<file path="src/rtl/clk_mon_pkg.sv">
// Shared types and defaults for the clock frequency monitor.
// Holds the FSM encoding and the default measurement parameters.
package clk_mon_pkg;

  typedef enum logic [1:0] {
    ST_IDLE,
    ST_WARMUP,
    ST_GATE
  } state_e;

  localparam int unsigned WARMUP_LEN      = 3;
  localparam int unsigned DEF_GATE_CYCLES = 1000;
  localparam int unsigned DEF_CNT_W       = 16;
  localparam int unsigned DEF_EXP_MIN     = 248;
  localparam int unsigned DEF_EXP_MAX     = 252;
  localparam int unsigned DEF_LOST_CYCLES = 64;

endpackage

</file>
<file path="src/rtl/sync_edge_det.sv">
// Two-flop synchronizer followed by a rising-edge detector.
// rise is a one-cycle pulse when the synchronized input goes 0 -> 1.
module sync_edge_det (
  input  logic clk,
  input  logic reset,
  input  logic d,
  output logic rise
);

  // [0],[1]: synchronizer stages, [2]: previous synchronized value
  logic [2:0] sh_q;
  logic [2:0] sh_d;

  always_comb begin
    sh_d = {sh_q[1:0], d};
  end

  always_ff @(posedge clk or negedge reset) begin
    if (!reset) begin
      sh_q <= '0;
    end else begin
      sh_q <= sh_d;
    end
  end

  assign rise = sh_q[1] & ~sh_q[2];

endmodule

</file>
<file path="src/rtl/clk_freq_monitor.sv">
// Counts sig_in rising edges per gate window of clk cycles and
// reports the count plus in-range and stopped-clock status.
module clk_freq_monitor
  import clk_mon_pkg::*;
#(
  parameter int unsigned GATE_CYCLES = DEF_GATE_CYCLES,
  parameter int unsigned CNT_W       = DEF_CNT_W,
  parameter int unsigned EXP_MIN     = DEF_EXP_MIN,
  parameter int unsigned EXP_MAX     = DEF_EXP_MAX,
  parameter int unsigned LOST_CYCLES = DEF_LOST_CYCLES
) (
  input  logic             clk,
  input  logic             reset,
  input  logic             en,
  input  logic             sig_in,
  output logic [CNT_W-1:0] freq_count,
  output logic             count_valid,
  output logic             freq_ok,
  output logic             freq_lost
);

  localparam int unsigned GATE_W = $clog2(GATE_CYCLES);
  localparam int unsigned LOST_W = $clog2(LOST_CYCLES + 1);
  localparam int unsigned WARM_W = $clog2(WARMUP_LEN);

  localparam logic [GATE_W-1:0] GATE_LAST = GATE_W'(GATE_CYCLES - 1);
  localparam logic [LOST_W-1:0] LOST_LIM  = LOST_W'(LOST_CYCLES);
  localparam logic [WARM_W-1:0] WARM_LAST = WARM_W'(WARMUP_LEN - 1);
  localparam logic [CNT_W-1:0]  CNT_MAX   = {CNT_W{1'b1}};

  logic rise;

  sync_edge_det u_sync (
    .clk   (clk),
    .reset (reset),
    .d     (sig_in),
    .rise  (rise)
  );

  state_e            state_q, state_d;
  logic [WARM_W-1:0] warm_q, warm_d;
  logic [GATE_W-1:0] gate_q, gate_d;
  logic [CNT_W-1:0]  edge_q, edge_d;
  logic [LOST_W-1:0] idle_q, idle_d;
  logic [CNT_W-1:0]  freq_count_q, freq_count_d;
  logic              valid_q, valid_d;
  logic              ok_q, ok_d;
  logic              lost_q, lost_d;

  logic [CNT_W-1:0]  win_total;
  logic              in_range;

  // The edge on the terminal cycle belongs to the closing window
  always_comb begin
    win_total = (edge_q == CNT_MAX) ? CNT_MAX
                                    : edge_q + CNT_W'(rise);
    in_range  = (32'(win_total) >= EXP_MIN) &&
                (32'(win_total) <= EXP_MAX);
  end

  always_comb begin
    state_d      = state_q;
    warm_d       = warm_q;
    gate_d       = gate_q;
    edge_d       = edge_q;
    idle_d       = idle_q;
    freq_count_d = freq_count_q;
    valid_d      = 1'b0;
    ok_d         = ok_q;
    lost_d       = lost_q;

    unique case (state_q)
      ST_IDLE: begin
        warm_d = '0;
        gate_d = '0;
        edge_d = '0;
        idle_d = '0;
        ok_d   = 1'b0;
        lost_d = 1'b0;
        if (en) begin
          state_d = ST_WARMUP;
        end
      end
      ST_WARMUP: begin
        warm_d = warm_q + WARM_W'(1);
        if (warm_q == WARM_LAST) begin
          warm_d  = '0;
          state_d = ST_GATE;
        end
      end
      ST_GATE: begin
        if (gate_q == GATE_LAST) begin
          gate_d       = '0;
          edge_d       = '0;
          freq_count_d = win_total;
          valid_d      = 1'b1;
          ok_d         = in_range;
        end else begin
          gate_d = gate_q + GATE_W'(1);
          edge_d = win_total;
        end
        if (rise) begin
          idle_d = '0;
        end else if (idle_q != LOST_LIM) begin
          idle_d = idle_q + LOST_W'(1);
        end
        lost_d = (idle_d == LOST_LIM);
      end
      default: begin
        state_d = ST_IDLE;
      end
    endcase

    // Disable wins over everything, including a terminal cycle
    if (!en) begin
      state_d      = ST_IDLE;
      warm_d       = '0;
      gate_d       = '0;
      edge_d       = '0;
      idle_d       = '0;
      freq_count_d = freq_count_q;
      valid_d      = 1'b0;
      ok_d         = 1'b0;
      lost_d       = 1'b0;
    end
  end

  always_ff @(posedge clk or negedge reset) begin
    if (!reset) begin
      state_q      <= ST_IDLE;
      warm_q       <= '0;
      gate_q       <= '0;
      edge_q       <= '0;
      idle_q       <= '0;
      freq_count_q <= '0;
      valid_q      <= 1'b0;
      ok_q         <= 1'b0;
      lost_q       <= 1'b0;
    end else begin
      state_q      <= state_d;
      warm_q       <= warm_d;
      gate_q       <= gate_d;
      edge_q       <= edge_d;
      idle_q       <= idle_d;
      freq_count_q <= freq_count_d;
      valid_q      <= valid_d;
      ok_q         <= ok_d;
      lost_q       <= lost_d;
    end
  end

  assign freq_count  = freq_count_q;
  assign count_valid = valid_q;
  assign freq_ok     = ok_q;
  assign freq_lost   = lost_q;

endmodule

</file>
<file path="config.mk">
export PLATFORM = sky130hd
export DESIGN_NAME = clk_freq_monitor
export DESIGN_NICKNAME = d
export VERILOG_FILES = /design/src/rtl/clk_mon_pkg.sv /design/src/rtl/sync_edge_det.sv /design/src/rtl/clk_freq_monitor.sv
export SDC_FILE = /design/constraint.sdc
export NUM_CORES = 1
export LEC_CHECK = 0
export ABC_AREA = 0
export CORE_MARGIN = 3
export CORE_UTILIZATION = 39
export CTS_CLUSTER_SIZE = 10
export DETAILED_ROUTE_END_ITERATION = 10
export REMOVE_ABC_BUFFERS = 1
export SYNTH_ARGS = -nofsm -noshare
export SYNTH_HDL_FRONTEND = slang
export SYNTH_SLANG_ARGS = --single-unit
</file>
<file path="constraint.sdc">
create_clock -name clk -period 3.1 [get_ports clk]
set_input_delay 0.31 -clock clk [delete_from_list [all_inputs] [get_ports clk]]
set_output_delay 0.31 -clock clk [all_outputs]
set_load 0.02 [all_outputs]
</file>
==> results.cfg, run 1 <==
[run_status]
status = finished, final reports clean

[place]
place_ws_ps = 452
dp_hpwl_um = 5030
dp_cells = 467
gp_congestion = 0.839
port_buffers = 22

[die]
core-area_um2 = 7810
boundaryPins = 23
die_area_um2 = 9210
initial_core_util_pct = 40.4
fp-row-count = 32
die-width_um = 96.0
die_h_um = 96.0

[timing]
skew_ps = 9.08
worst_pin_slew_ps = 932
setup_viol = 0
drv_slew = 0
max_freq_mhz = 365
finalHoldViolations = 0
rsz0062_at_grt = no
relSlewSlack_pct = 36.9
finalCritPeriodShare_pct = 88.3
finalWorstSetupSlack_ps = 364
tns_ps = 0
fin_crit_ps = 2740

[final_layout]
syn_to_final_growth_pct = 17.4
fin_nets = 386
diodes = 0
layout.cells.non_filler = 484
drive_gt1_share_pct = 8.12

[critical_path]
cp_slowest_cell = or3_1
path_buf_inv = 1
crit_arrival_ps = 2970
critical_path.cell_chain = nand2b_1 -> inv_1 -> ha_1 -> ha_1 -> nand3_1 -> or3_1 -> a221oi_2 -> nand4_1 -> o31ai_1
max_stage_delay_ps = 410
crit_family = simple AND/OR/NAND/NOR gates
endpoint_kind = flip-flop
path_common_cell = ha_1
critPathRequiredTime_ps = 3340
crit_path_max_fanout = 8
path_class = reg -> reg
cp-start-kind = flip-flop

[logic_synthesis]
netlist_area_um2 = 3160
avgSynthCellArea_um2 = 8.91
yosys_register_bits = 59
yosysWarningCount = 0
synth_flop_cell = dfrtp_1
synthTopCellsByCount = dfrtp_1, nand2_1, o21ai_0
synthArstFlopShare_pct = 100
yosysTopAreaCell = dfrtp_1
synth_cell_types = 55
synth.most_common_cell = dfrtp_1
syn-instance-count = 354
synth_edf_count = 0
synth_top_cell_area_share_pct = 46.8
yosysSeqAreaShare_pct = 46.8
synth_area_leaders = dfrtp_1, o21ai_0, nand2_1, nor2_1, a21oi_1

[pwr]
ir_worst_vdd_uv = 375
power.leakage_uw = 0.00158
p_per_area_nw_per_um2 = 436

[global_route]
grt_overflow_total = 0
grt_max_degree = 40
grt_pass1_vias = 2641
antenna_found_initial = 0
gr-usage-all-layers_pct = 17.9
grt_pass1_wl_um = 12700

[cts]
htreeDepth = 3
cts_resized = 0
cts_buffers = 9
cts_buffer_depth = 2
cts.clk_slew.worst_paths_ps = 70
cts_root_buf = clkbuf_8
cts_sinks = 59
clock_latency_ps = 340
cts_tree = built

[drt]
drt_wl_total_um = 7390
via_per_inst = 5.56
firstDrtPassIters = 7
drtIter0Drc = 183
num_vias = 2693
drc_errors = 0
wl_per_cell_um = 15.3
ant_nets = 0

[hold_path]
hold_class = reg -> reg

[run]
max_cap_violations = 0
report_power, final:
part | switching [uW] | internal [uW]
clock | 297 | 492
sequential | 3.54 | 774
combinational | 34.9 | 11.8
total | 336 | 1280
timing repair:
item                                    4_1_cts  5_1_grt
hold endpoints to repair                     20        0
hold buffers                                  1        0
setup buffers                                 0        0
endpoints found under the setup margin        0        0
kinds of logic (layout without fill, tap and decap cells):
| kind of cell | Yosys count | after routing | synth area share, % |
|---|---|---|---|
| AOI/OAI and AO/OA | 101 | 101 | 19.1 |
| xor gates and xnor gates | 13 | 13 | 3.61 |
| adders and majority gates | 5 | 5 | 1.98 |
| buffers and inverters | 27 | 55 | 3.49 |
| DFF | 59 | 59 | 46.8 |
| muxes | 3 | 3 | 0.991 |
| and+or+nand+nor | 146 | 146 | 24.0 |
metrics by stage:
step	util, %	hold slack, ps	total power, uW	cell area, um^2
after floorplan	-	14.4	811	3090
after global placement	44.4	291	839	3470
after detailed placement	44.4	291	840	3470
after CTS	47.4	352	1650	3700
after global routing	47.4	371	1690	3700
final	47.4	350	1610	3700
metal layers:
layer  part of all wire, %  vias up  wire, um  track usage (%)
met3                   4.5       11       336             5.39
met5                     0        -         0                0
met2                    47       70      3510             29.6
li1                      -     1320         -                -
met1                    46     1292      3420             22.4
met4                   1.7        0       129             5.92
registers in the layout (all words and copies together), names as in the netlist:
name         flops
count_valid      1
edge_q          16
freq_count      16
freq_lost        1
freq_ok          1
gate_q          10
idle_q           7
state_q          2
u_sync.sh_q      3
warm_q           2
path summary, 6_finish.rpt:
check,cells after the start,slack [ps],end,from
max reg2reg,9,360,freq_ok,u_sync.sh_q[2]
max,9,360,freq_ok,u_sync.sh_q[2]
max in group asynchronous,3,1790,freq_lost,reset
min reg2reg,0,350,u_sync.sh_q[1],u_sync.sh_q[0]
min,0,350,u_sync.sh_q[1],u_sync.sh_q[0]
min in group asynchronous,2,450,freq_count[6],reset
final cells by class:
cell class | count | area, um^2
flip-flops and latches | 59 | 1480
clock inverters | 5 | 75.1
fillers | 776 | 4100
clock buffers | 11 | 151
inverters | 11 | 41.3
multi-input cells | 268 | 1570
well taps | 102 | 128
repair buffers | 28 | 263
cells in the final DEF, fill, tap and decap left out, types with 2 or more instances in the layout:
cell type and n:
o21ai_0 52, clkinv_2 3, bufinv_16 2, nor4_2 2, xnor2_1 8, nand2_1 52, nand3_1 11, clkbuf_8 11
clkdlybuf4s50_1 21, and3_1 11, nand2b_1 4, a31oi_1 4, a32o_1 2, a22oi_1 2, mux2i_1 2, xor2_1 5
or3_1 4, a22o_1 2, nand4_1 6, and2_1 3, dfrtp_1 59, nor2_1 29, o311ai_0 2, inv_1 11
o31ai_1 3, nor3_1 7, nor2b_1 2, buf_4 5, a21oi_1 20, and4b_1 2, ha_1 5, nor4_1 2
No activity file was read; power rests on OpenSTA's default activity.
==> inputs of run 2 (changes only) <==
- CORE_UTILIZATION: 39 -> 58
- PLACE_DENSITY: unset -> 0.79
- SLEW_MARGIN: unset -> 15
==> run 2 against run 1 <==
Effect of this change: critical path depth grew 1; sequential share of layout area increased by 0.95 points; clock-buffer cell count increased by 3; worst setup slack improved by 260 ps; flip-flop and latch count stayed put; global-route usage is 8.1 points higher; core utilization increased by 22 points; first-iteration DRC count increased by 92%; register-to-register slack improved by 260 ps; worst hold slack better by 1.1 ps; critical endpoint unchanged; largest power group is now sequential cells.
==> results.cfg, run 2 (same netlist as run 1, synthesis figures left out) <==
[timing]
skew_ps = 10.4
max_freq_mhz = 404
finalWorstSetupSlack_ps = 626
setup_viol = 0
drv_slew = 0
fin_crit_ps = 2470
whs_ps = 351
rsz0062_at_grt = no
worst_pin_slew_ps = 884
relSlewSlack_pct = 40.1
finalCritPeriodShare_pct = 79.8
tns_ps = 0
finalHoldViolations = 0

[critical_path]
endpoint_kind = flip-flop
path_class = reg -> reg
path_common_cell = ha_1
cp_slowest_cell = dfrtp_1
max_stage_delay_ps = 350
critPathRequiredTime_ps = 3340
cp-start-kind = flip-flop
crit_path_max_fanout = 7
crit_arrival_ps = 2720
critical_path.cell_chain = nand2b_1 -> inv_1 -> ha_1 -> ha_1 -> nand3_1 -> buf_4 -> nor3_1 -> mux2i_1 -> nand4_1 -> o31ai_1

[final_layout]
fin_util_pct = 69.9
layout_commonest_cell = dfrtp_1
drive_gt1_share_pct = 7.57
fin_nets = 387
syn_to_final_growth_pct = 14.6
mostFrequentLayoutCells = dfrtp_1, nand2_1, o21ai_0
diodes = 0

[cts]
cts_tree = built
cts.clk_slew.worst_paths_ps = 60
postCtsSetupBuffers = 0
htreeDepth = 3
hold_buffers = 1
cts_root_buf = clkbuf_8
cts_buffers = 9
clock_latency_ps = 340
cts_buffer_depth = 2
cts_resized = 0
cts_sinks = 59

[global_route]
gr-usage-all-layers_pct = 26.0
grt_max_degree = 36
grt_pass1_vias = 2805
grt_overflow_total = 0
grt_pass1_wl_um = 12800
antenna_found_initial = 0

[pwr]
comb_power_share_pct = 3.3
ir_worst_vdd_uv = 260
p_sw_share_pct = 23.0
power.share.clock_pct = 43.1
p_seq_share_pct = 53.6
p_per_area_nw_per_um2 = 402
power.leakage_uw = 0.00155
power_switching_uw = 333
p_total_uw = 1450
p_int_uw = 1120

[hold_path]
hold_class = reg -> reg

[run_status]
status = finished, final reports clean

[die]
die-width_um = 79.8
initial_core_util_pct = 61.0
boundaryPins = 23
fp-row-count = 26
die_area_um2 = 6360
die_h_um = 79.8
core-area_um2 = 5170

[drt]
drtIter0Drc = 352
wl_met2_um = 3420
met3_length_um = 521
firstDrtPassIters = 5
wl_per_cell_um = 15.9
via_per_inst = 6.17
drt-met1-wl_um = 3070
top_layer_used = met4
drt_wl_total_um = 7190
ant_nets = 0
drc_errors = 0
num_vias = 2794

[place]
place_ws_ps = 666
dp_hpwl_um = 4920
gp_congestion = 0.899
port_buffers = 22

[run]
max_cap_violations = 0
run 2: cell count changes in the layout (fill, tap and decap cells not counted):
cell / delta
buf_4: +1
bufinv_16: -2
clkbuf_1: +3
clkinv_2: -1
run 2: metrics by stage:
stage / area [um^2] / std cells
floorplan: 3090 / 338
global placement: 3430 / 436
global route: 3620 / 453
finish: 3620 / 453
CTS: 3620 / 453
detailed placement: 3430 / 436
run 2: cell type report:
cell class / count / area, um^2
multi-input cells: 268 / 1570
fillers: 386 / 1560
flip-flops and latches: 59 / 1480
repair buffers: 29 / 270
clock buffers: 14 / 163
well taps: 70 / 87.6
inverters: 11 / 41.3
clock inverters: 2 / 10.0
run 2: power by group through the flow:
stage	combinational, uW	sequential [uW]	clock (uW)
2_1_floorplan	19.2	791	0
4_1_cts	49.0	778	637
3_3_place_gp	46.4	792	0
5_1_grt	56.1	779	672
3_5_place_dp	47.3	792	0
6_report	48.4	778	626
run 2: worst paths after layout:
check	start	endpoint	slack, ps	cells after the start
max	u_sync.sh_q[2]	freq_ok	630	10
min	u_sync.sh_q[0]	u_sync.sh_q[1]	350	0
max reg2reg	u_sync.sh_q[2]	freq_ok	630	10
min reg2reg	u_sync.sh_q[0]	u_sync.sh_q[1]	350	0
max in group asynchronous	reset	state_q[1]	1760	3
min in group asynchronous	reset	edge_q[5]	490	2
run 2: per-layer routing:
metal,vias up,global-route usage (%)
met4,0,13.0
met3,21,5.87
met5,-,0
met2,113,42.3
li1,1321,-
met1,1339,32.5
run 2: worst max-delay path: cells and delay by family (launching register included):
kind	cells	cell delay, ps
buffers and inverters	2	270
muxes	1	310
adders and majority gates	2	570
DFF	1	350
and+or+nand+nor	4	670
AOI/OAI and AO/OA	1	210
